[src/rtl/bmult_pkg.sv]
// bmult_pkg: shared widths, operand/product types and the in-flight tag record
// Used by bmult_share_ctrl and rr_arbiter. ID_W covers up to 8 requesters.
package bmult_pkg;
  localparam int OP_W = 28;
  localparam int P_W  = 56;
  localparam int ID_W = 3;
  typedef logic [OP_W-1:0] op_t;
  typedef logic [P_W-1:0]  prod_t;
  typedef struct packed {
    logic            valid;
    logic [ID_W-1:0] id;
  } tag_t;
endpackage

[src/rtl/bmult_share_ctrl_rr_arbiter.sv]
// rr_arbiter: round-robin one-hot grant with an internal last-grant pointer
// Ports: clk, rst_n (async, active-low); req (requests); advance (commit the
// current grant to the pointer); gnt (one-hot or zero, combinational).
module rr_arbiter
  import bmult_pkg::*;
#(
  parameter int N = 4
) (
  input  logic         clk,
  input  logic         rst_n,
  input  logic [N-1:0] req,
  input  logic         advance,
  output logic [N-1:0] gnt
);
  localparam int IW = (N > 1) ? $clog2(N) : 1;
  logic [IW-1:0] r_last;
  logic [IW-1:0] w_idx;
  logic          w_found;
  // Search starts one past the last winner and wraps, so each requester
  // gets its turn before the same one wins twice.
  always_comb begin
    logic [IW-1:0] j;
    gnt     = '0;
    w_idx   = r_last;
    w_found = 1'b0;
    j       = '0;
    for (int k = 1; k <= N; k++) begin
      j = IW'((int'(r_last) + k) % N);
      if (!w_found && req[j]) begin
        gnt[j]  = 1'b1;
        w_idx   = j;
        w_found = 1'b1;
      end
    end
  end
  always_ff @(posedge clk or negedge rst_n) begin
    if (!rst_n) r_last <= IW'(N - 1);
    else if (advance) r_last <= w_idx;
  end
endmodule

[src/rtl/bmult_share_ctrl.sv]
// bmult_share_ctrl: time-shares one pipelined 28x28 multiplier among NREQ requesters
// Ports: clk, rst_n (async, active-low); req_valid/req_ready/req_a/req_b request
// side; rsp_valid/rsp_ready/rsp_p per-requester result side; mult_a/mult_b/mult_p
// to/from the multiplier beside this block; ops_issued wrapping handshake count.
module bmult_share_ctrl
  import bmult_pkg::*;
#(
  parameter int NREQ     = 4,
  parameter int MULT_LAT = 2,
  parameter int CNT_W    = 32
) (
  input  logic                clk,
  input  logic                rst_n,
  input  logic [NREQ-1:0]     req_valid,
  output logic [NREQ-1:0]     req_ready,
  input  op_t  [NREQ-1:0]     req_a,
  input  op_t  [NREQ-1:0]     req_b,
  output logic [NREQ-1:0]     rsp_valid,
  input  logic [NREQ-1:0]     rsp_ready,
  output prod_t [NREQ-1:0]    rsp_p,
  output op_t                 mult_a,
  output op_t                 mult_b,
  input  prod_t               mult_p,
  output logic [CNT_W-1:0]    ops_issued
);
  logic [NREQ-1:0]  r_busy;
  logic [NREQ-1:0]  r_rsp_valid;
  prod_t [NREQ-1:0] r_rsp_p;
  tag_t             r_tag [MULT_LAT];
  logic [CNT_W-1:0] r_cnt;
  logic [NREQ-1:0]  w_elig;
  logic [NREQ-1:0]  w_gnt;
  logic             w_any;
  logic [ID_W-1:0]  w_gid;
  op_t              w_a;
  op_t              w_b;
  tag_t             w_last;
  // A busy requester already owns an operation in flight or a held result,
  // which is what keeps its single result register from being overwritten.
  assign w_elig = req_valid & ~r_busy;
  assign w_any  = |w_gnt;
  assign w_last = r_tag[MULT_LAT-1];
  rr_arbiter #(.N(NREQ)) u_arb (
    .clk     (clk),
    .rst_n   (rst_n),
    .req     (w_elig),
    .advance (w_any),
    .gnt     (w_gnt)
  );
  always_comb begin
    w_gid = '0;
    w_a   = '0;
    w_b   = '0;
    for (int i = 0; i < NREQ; i++) begin
      if (w_gnt[i]) begin
        w_gid = ID_W'(i);
        w_a   = req_a[i];
        w_b   = req_b[i];
      end
    end
  end
  always_ff @(posedge clk or negedge rst_n) begin
    if (!rst_n) begin
      for (int s = 0; s < MULT_LAT; s++) r_tag[s] <= '0;
      r_busy      <= '0;
      r_rsp_valid <= '0;
      r_rsp_p     <= '0;
      r_cnt       <= '0;
    end else begin
      r_tag[0] <= {w_any, w_gid};
      for (int s = 1; s < MULT_LAT; s++) r_tag[s] <= r_tag[s-1];
      r_cnt <= r_cnt + CNT_W'(w_any);
      // Capture and rsp handshake for the same id never coincide: the owner
      // stays busy until its result is taken, so it cannot have a second tag.
      for (int i = 0; i < NREQ; i++) begin
        if (w_last.valid && w_last.id == ID_W'(i)) begin
          r_rsp_p[i]     <= mult_p;
          r_rsp_valid[i] <= 1'b1;
        end else if (rsp_ready[i]) begin
          r_rsp_valid[i] <= 1'b0;
        end
        if (w_gnt[i]) r_busy[i] <= 1'b1;
        else if (r_rsp_valid[i] && rsp_ready[i]) r_busy[i] <= 1'b0;
      end
    end
  end
  assign req_ready  = w_gnt;
  assign rsp_valid  = r_rsp_valid;
  assign rsp_p      = r_rsp_p;
  assign mult_a     = w_a;
  assign mult_b     = w_b;
  assign ops_issued = r_cnt;
endmodule

[config.mk]
export PLATFORM = sky130hd
export DESIGN_NAME = bmult_share_ctrl
export DESIGN_NICKNAME = d
export VERILOG_FILES = /design/src/rtl/bmult_pkg.sv /design/src/rtl/bmult_share_ctrl_rr_arbiter.sv /design/src/rtl/bmult_share_ctrl.sv
export SDC_FILE = /design/constraint.sdc
export NUM_CORES = 1
export LEC_CHECK = 0
export ABC_AREA = 1
export CAP_MARGIN = 20
export CORE_AREA = 2 2 237 239
export CTS_CLUSTER_DIAMETER = 80
export CTS_CLUSTER_SIZE = 8
export DETAILED_ROUTE_END_ITERATION = 6
export DIE_AREA = 0 0 239 241
export GPL_TIMING_DRIVEN = 0
export HOLD_SLACK_MARGIN = 0.08
export SYNTH_ARGS = -nofsm -noshare
export SYNTH_HDL_FRONTEND = slang
export SYNTH_HIERARCHICAL = 1
export SYNTH_SLANG_ARGS = --single-unit
export TNS_END_PERCENT = 30
[constraint.sdc]
create_clock -name clk -period 6 [get_ports clk]
set_clock_uncertainty 0.05 [all_clocks]
set_input_delay 1.2 -clock clk [delete_from_list [all_inputs] [get_ports clk]]
set_output_delay 1.2 -clock clk [all_outputs]
set_load 0.02 [all_outputs]
After elaboration in Yosys (flattened, before gate mapping)
Index checks and enable logic that the tools add are counted.

Flip-flop bits (word level): 274. Input bits: 290. Output and inout bits: 320.

Add/subtract/negate cells: 5. $lt $le $gt $ge: 8. Equality and inequality tests: 3. Multiplexer cells: 54. Bitwise logic cells: 5. Reduce and logical (&&, ||, !) cells: 30.

Operators with widths (count): $mux 28 (8); $add 32x1->32 (1); $mux 1 (28); $mux 4 (4); $reduce_bool 2->1 (8); $logic_and 1x1->1 (15); $lt 2x3->1 const B (4); $or 4x4->4 (3); $bmux 1 s2 (4); $demux 1 s2 (4); $ge 2x1->1 const B (4); $mux 2 (4); $eq 3x2->1 const B (2); $mux 3 (2); $add 2x1->2 const B (2); $add 2x2->2 const B (2); $and 4x4->4 (1); $not 4->4 (1); $reduce_bool 4->1 (1); $reduce_or 4->1 (1); $eq 3x1->1 const B (1); $logic_not 1->1 (3); $logic_not 3->1 (1); $reduce_and 2->1 (1).

Depth between registers and ports, before layout
Depth in word-level cells: 18. Gate-level depth with buffers: 23.

Hierarchy
Netlist, hierarchy kept.

Modules (own cells, without submodules): bmult_share_ctrl (times used 1, cells an instance 1500, area an instance 12303.0 um2, sequential area each 6756.5 um2); rr_arbiter (times used 1, cells an instance 92, area an instance 558.0 um2, sequential area each 52.6 um2).

Worst setup path after synthesis
OpenSTA, ideal clock, no wires.

Kind: input to output. From: input port req_valid[0]. To: output port mult_a[19]. Arrival: 2.995 ns. Data required time: 4.750 ns. Slack: 1.755 ns. Stages on the path: 14. Path buffers: 2. Cell sequence: inv_1 -> nor2_1 -> nand2_1 -> nand3_4 -> nand2_4 -> nand3_2 -> nor2_1 -> nor2_1 -> nand2_1 -> nor2_1 -> buf_2 -> buf_4 -> nand4_1 -> nand3_1.

Elaborated cells between the ends (all ways): 29. Classes of those cells: 19 x mux; 4 x bitwise; 6 x reduce/logical.

RTL lines: start, declared (line bmult_share_ctrl.sv:14) `input logic [NREQ-1:0] req_valid,`; $and 4x4->4 * (line bmult_share_ctrl.sv:40) `assign w_elig = req_valid & ~r_busy;`; named net w_elig[0] (line bmult_share_ctrl.sv:31) `logic [NREQ-1:0] w_elig;`; $bmux 1 s2 (line bmult_share_ctrl_rr_arbiter.sv:29) `if (!w_found && req[j]) begin`; $mux 1 (not written as such) (line bmult_share_ctrl_rr_arbiter.sv:29); $mux 1 (line bmult_share_ctrl_rr_arbiter.sv:29); $logic_not 1->1 (line bmult_share_ctrl_rr_arbiter.sv:29); $logic_and 1x1->1 (line bmult_share_ctrl_rr_arbiter.sv:29); $mux 1 (line bmult_share_ctrl_rr_arbiter.sv:29); $logic_not 1->1 (line bmult_share_ctrl_rr_arbiter.sv:29); $logic_and 1x1->1 (line bmult_share_ctrl_rr_arbiter.sv:29); $mux 1 (line bmult_share_ctrl_rr_arbiter.sv:29); $logic_not 1->1 (line bmult_share_ctrl_rr_arbiter.sv:29); $logic_and 1x1->1 (line bmult_share_ctrl_rr_arbiter.sv:29); $mux 4 * (line bmult_share_ctrl_rr_arbiter.sv:29); named net req_ready[2] (line bmult_share_ctrl.sv:15) `output logic [NREQ-1:0] req_ready,`; $mux 28 * (2 in series) (line bmult_share_ctrl.sv:55) `if (w_gnt[i]) begin`; end, declared (line bmult_share_ctrl.sv:21) `output op_t mult_a,`.

The timed path passes the listed nets; every way through them passes the cells marked *. The select of a mux whose other input is x is not followed.

Worst setup path in the final report
From: input port req_valid[1]. To: output port mult_b[23].

Word-level cells in the longest chain between the ends: 17. Elaborated cells between the ends (all ways): 29. Classes of those cells: 19 x mux; 4 x bitwise; 6 x reduce/logical.

RTL lines: $and 4x4->4 * (line bmult_share_ctrl.sv:40); named net w_elig[1] (line bmult_share_ctrl.sv:31); $bmux 1 s2 (line bmult_share_ctrl_rr_arbiter.sv:29); $mux 1 (not written as such) (line bmult_share_ctrl_rr_arbiter.sv:29); $mux 1 (line bmult_share_ctrl_rr_arbiter.sv:29); $logic_not 1->1 (line bmult_share_ctrl_rr_arbiter.sv:29); $logic_and 1x1->1 (line bmult_share_ctrl_rr_arbiter.sv:29); $mux 1 (line bmult_share_ctrl_rr_arbiter.sv:29); $logic_not 1->1 (line bmult_share_ctrl_rr_arbiter.sv:29); $logic_and 1x1->1 (line bmult_share_ctrl_rr_arbiter.sv:29); $mux 1 (line bmult_share_ctrl_rr_arbiter.sv:29); $logic_not 1->1 (line bmult_share_ctrl_rr_arbiter.sv:29); $logic_and 1x1->1 (line bmult_share_ctrl_rr_arbiter.sv:29); $mux 4 * (line bmult_share_ctrl_rr_arbiter.sv:29); $mux 28 (3 in series) (line bmult_share_ctrl.sv:55); $mux 28 * (line bmult_share_ctrl.sv:55); end, declared (line bmult_share_ctrl.sv:22) `output op_t mult_b,`.

Marked as above.

==> parameters.txt <==
Parameter                              Value

Detailed routing
  Total via count after detailed routing    13,800
  Count of TritonRoute iterations in the first routing pass    5
  Final antenna-violating net count    0
  Total wire length    60.6 mm
  Detailed-route vias per instance    4.64
  Drc violations    0
  Initial drt markers    768
  Detailed-route wire length per cell    20.5 um

Worst hold path
  Hold crit path type    flop to flop
  Worst Hold Endpoint    r_tag[0]
  Min-Delay Path Depth    0
  Startpoint of the most critical hold path    r_tag[4]

Worst setup path
  Required time worst endpoint    4.75 ns
  Sort of element at the start of the critical path    input port
  Length in cells of the worst reg-to-reg path    20
  Slowest stage cell, crit path    sky130_fd_sc_hd__clkdlybuf4s50_1
  Setup Crit Path Kind    input port to output port
  Top cell by count, worst path    sky130_fd_sc_hd__nor2_1
  Worst path cell trace    clkdlybuf4s50_1 > inv_1 > nor2_1 > nand2_2 > nand3_4 > nand2_4 > nand3_2 > nor2_1 > nor2_1 > nand2_1 > inv_2 > clkbuf_1 > nand4_1 > nand3_1 > clkdlybuf4s50_1
  Crit path capture type    output port
  Reg-to-Reg Start    u_arb/r_last[1]
  Worst r2r dst    ops_issued[16]
  Arrival @ worst endpoint    4.61 ns
  Highest cell delay on the worst timing path    0.64 ns
  Setup slack of the most critical reg-to-reg path    1.62 ns
  Largest fanout on the critical path    10

Clock network
  Clock tree buffer depth    3
  Clock transition at the registers of the reported paths    0.05 ns
  Number of buffers inserted during clock tree synthesis    40
  TritonCTS clock tree    yes
  Post-CTS Setup Bufs    0
  Clk sinks    272
  H-tree level count    2
  Later-pin clock latency in the skew report    0.52 ns
  Root cell of the clock tree    sky130_fd_sc_hd__clkbuf_16

Flow run
  Max cap viols    0

Power and ir drop
  Lkg Pwr    9.48 nW
  Power after layout    15.0 mW
  Power density cells    713 mW/mm^2
  VDD IR max    0.451 mV

Placed design
  Post-placement cell count    2,907
  HPWL Detailed    49.1 mm
  IO buf count    609
  Dpl cell area    0.0199 mm^2
  Final weighted congestion in routability-driven placement    0.937
  Dpl ws    -0.0939 ns

Die
  Num ports    610
  X dimension of the die    239 um
  Initial standard-cell utilization of the core    23.4%
  Area inside the core boundary    0.0549 mm^2
  Die area    0.0576 mm^2
  Die H    241 um
  Site row count    86

Status
  Outcome    finished, final reports clean

Cells and area
  Final std cells w/o fill    2,963
  Count of fill cells added during filler insertion    5,648
  Storage element area    0.00681 mm^2
  Post-Layout Inst Area    0.0210 mm^2
  Ratio of cells with drive above 1 in the final layout    6.31%
  Final net count    2,546
  Share of the core filled with cells    38.3%
  Area added between synthesis and finish    63.4%
  Multi-input gate area    0.00518 mm^2

Synth
  Part of the Yosys area used for sequential elements    52.9%
  Mapped Area    0.0129 mm^2
  Flop and latch count out of synthesis    272
  Cell type with the largest total area after synthesis    sky130_fd_sc_hd__dfrtp_1
  Fraction of post-synthesis cell area in the top cell type by area    52.5%
  Post-synthesis cell count    1,592
  Syn_area_per_cell    8.08 um^2
  Number of unique standard cell types used by synthesis    25
  Synth Warn #    6
  Synthesized netlist net count    1,893
  Leading post-synthesis cells by cell area    sky130_fd_sc_hd__dfrtp_1, sky130_fd_sc_hd__nand2_1, sky130_fd_sc_hd__o21ai_0

Timing
  Final setup violation count    0
  Worst Hold Slack    0.308 ns
  Number of slew-limit violations in the final report    0
  RSZ-0062 raised after global routing    true
  Final-report hold violation count    0
  Fin worst setup slack    0.137 ns
  Slew Limit Headroom    53.4%
  Period utilisation layout    97.7%
  Sum of negative setup slack    0 ns
  Peak Freq    0.171 GHz
  Transition at the pin with the smallest max-transition slack    0.699 ns
  Tmin final    5.86 ns

GRT
  Grt ovf    0
  Number of antenna violations at the first check in global routing    11
  Number of global-route vias before repair    14,200
  Global-route wire length before repair    87.2 mm
  Largest net degree at the start of global routing    122
  Global-route usage over all layers    20.2%
[per-layer routing]
| layer | vias to the layer above | share of wire [%] | GRT usage (%) |
|---|---|---|---|
| li1 | 6466 | - | - |
| met1 | 6544 | 35 | 20.0 |
| met2 | 616 | 54 | 39.7 |
| met3 | 132 | 6.9 | 3.99 |
| met4 | 2 | 4.8 | 10.2 |
| met5 | - | 0.016 | 0 |
[power breakdown]
part / switching (mW) / internal, mW
clock network: 0.774 / 1.20
registers: 0.527 / 2.69
logic: 5.99 / 3.80
[critical path: cells and delay by family]
| kind | cells | cell delay, ns |
|---|---|---|
| buffers and inverters | 5 | 1.89 |
| AND/OR/NAND/NOR | 10 | 1.49 |
[cell type report]
cell class / instances / share of cell area, %
clock inverter: 3 / 0.161
antenna: 7 / 0.0834
buffer: 96 / 2.47
tap: 704 / 4.19
clock buffer: 46 / 4.92
sequential: 272 / 32.4
inverter: 101 / 1.80
multi-input combinational: 1123 / 24.6
timing repair buffer: 611 / 29.3
[worst max path at each step]
stage            startpoint    endpoint  slack (ns)  depth (start not counted)
3_5_place_dp   req_valid[1]  mult_b[23]       -0.09                         15
5_1_grt        req_valid[1]  mult_b[23]      -0.008                         15
6_report       req_valid[1]  mult_b[23]        0.14                         15
4_1_cts        req_valid[1]  mult_a[26]       0.003                         16
2_1_floorplan  req_valid[0]  mult_a[19]        1.76                         14
3_3_place_gp          rst_n   rsp_p[43]       -7.73                          1
[state kept, by name, summed over array words and instances (netlist names)]
| name | flops |
|---|---|
| rsp_p | 224 |
| ops_issued | 32 |
| u_arb/r_last | 2 |
| r_tag | 6 |
| rsp_valid | 4 |
| r_busy | 4 |
[cell families (layout without fill, tap and decap cells)]
family	count (synthesis)	count (layout)	share of synthesized area, %
buffers and inverters	197	857	6.87
AO/OA/AOI/OAI	235	235	9.14
AND/OR/NAND/NOR	862	862	29.0
other	0	7	0
adder cells (fa/ha/maj)	11	11	1.07
XOR/XNOR	15	15	1.02
flip-flops	272	272	52.9
[repair_timing]
action,in CTS,in global routing
hold buffers,0,0
endpoints found under the setup margin,2,46
cloned,0,0
hold endpoints to repair,0,0
resized for setup,2,19
[cell usage in the layout, fill, tap and decap left out, drive strengths merged, types with 4 or more instances in the layout]
master	Yosys	final
clkdlybuf4s50	0	607
nand2	593	593
dfrtp	270	270
o21ai	235	235
nand3	144	144
inv	101	102
clkbuf	37	86
nor2	61	61
buf	59	59
nand4	56	56
xor2	11	11
ha	11	11
nand3b	8	8
diode	0	7
xnor2	4	4
[cells in the mapped netlist]
master,number
sky130_fd_sc_hd__buf_4,10
sky130_fd_sc_hd__nand3_2,7
sky130_fd_sc_hd__nand2_1,587
sky130_fd_sc_hd__nor2_4,5
sky130_fd_sc_hd__inv_2,4
sky130_fd_sc_hd__ha_1,11
sky130_fd_sc_hd__xor2_1,11
sky130_fd_sc_hd__nand3_4,2
sky130_fd_sc_hd__inv_1,97
sky130_fd_sc_hd__nor2_1,52
sky130_fd_sc_hd__xnor2_1,4
sky130_fd_sc_hd__nor2_2,4
sky130_fd_sc_hd__nand2_2,3
sky130_fd_sc_hd__nand2_4,3
sky130_fd_sc_hd__nand3b_1,8
sky130_fd_sc_hd__buf_1,4
sky130_fd_sc_hd__buf_6,8
sky130_fd_sc_hd__nand3_1,135
sky130_fd_sc_hd__o21ai_1,14
sky130_fd_sc_hd__o21ai_0,221
sky130_fd_sc_hd__clkbuf_1,37
sky130_fd_sc_hd__dfrtp_1,270
sky130_fd_sc_hd__buf_2,37
sky130_fd_sc_hd__dfstp_2,2
sky130_fd_sc_hd__nand4_1,56
No activity file was read; power rests on OpenSTA's default activity.
==> variant, RTL diff (config.mk and constraints unchanged) <==
The parameter `NREQ` goes from 4 to 8.
--- a/src/rtl/bmult_share_ctrl.sv
+++ b/src/rtl/bmult_share_ctrl.sv
@@ -7,3 +7,3 @@
 #(
-  parameter int NREQ     = 4,
+  parameter int NREQ     = 8,
   parameter int MULT_LAT = 2,
Interface: changed (7 resized); port bits go from 610 to 1074. No check against the original RTL was run, so the function may have changed too.
==> variant against the original RTL <==
  * Synthesized area is 89% higher
  * The flow now stops in I/O pin placement (3_2_place_iop)
==> variant: results (changes against the original RTL) <==
| Metric | Value |
|---|---|
| Synth Register Bits | 507 (+86%) |
| Register area share after synthesis | 52.1% (-0.83 points) |
| Syn_nets | 3729 (+97%) |
| Primary FF master, synth | dfrtp_1 |
| Post-synth top cells | 1235 x nand2_1, 504 x dfrtp_1, 324 x o21ai_1 |
| Synthesized instance count | 3199 (+100%) |
| Synth unique cells | 35 (+40%) |
| Status | stopped before the end |
| Top area cells in the synthesized netlist | dfrtp_1 52%, nand2_1 19%, o21ai_1 6.7%, nor2_1 3.8%, o21ai_0 3.0% |
| Failing step | I/O pin placement (3_2_place_iop) |
| Async set-reset flop share out of synthesis | 100% (unchanged) |
| Yosys Warn Count | 6 (unchanged) |
| Stop err | [ERROR PPL-0024] Number of IO pins (1074) exceeds maximum number of available positions (862). Increase the die perimeter from 960.00um to 1460.64um. |
-- variant: cells by family after synthesis --
| group | count (synthesis) | share of synthesized area [%] |
|---|---|---|
| AOI/OAI and AO/OA | 635 | 13.4 |
| DFF | 507 | 52.1 |
| buffers and inverters | 357 | 6.18 |
| and+or+nand+nor | 1675 | 27.3 |
| xor gates and xnor gates | 17 | 0.611 |
| adders and majority gates | 8 | 0.411 |
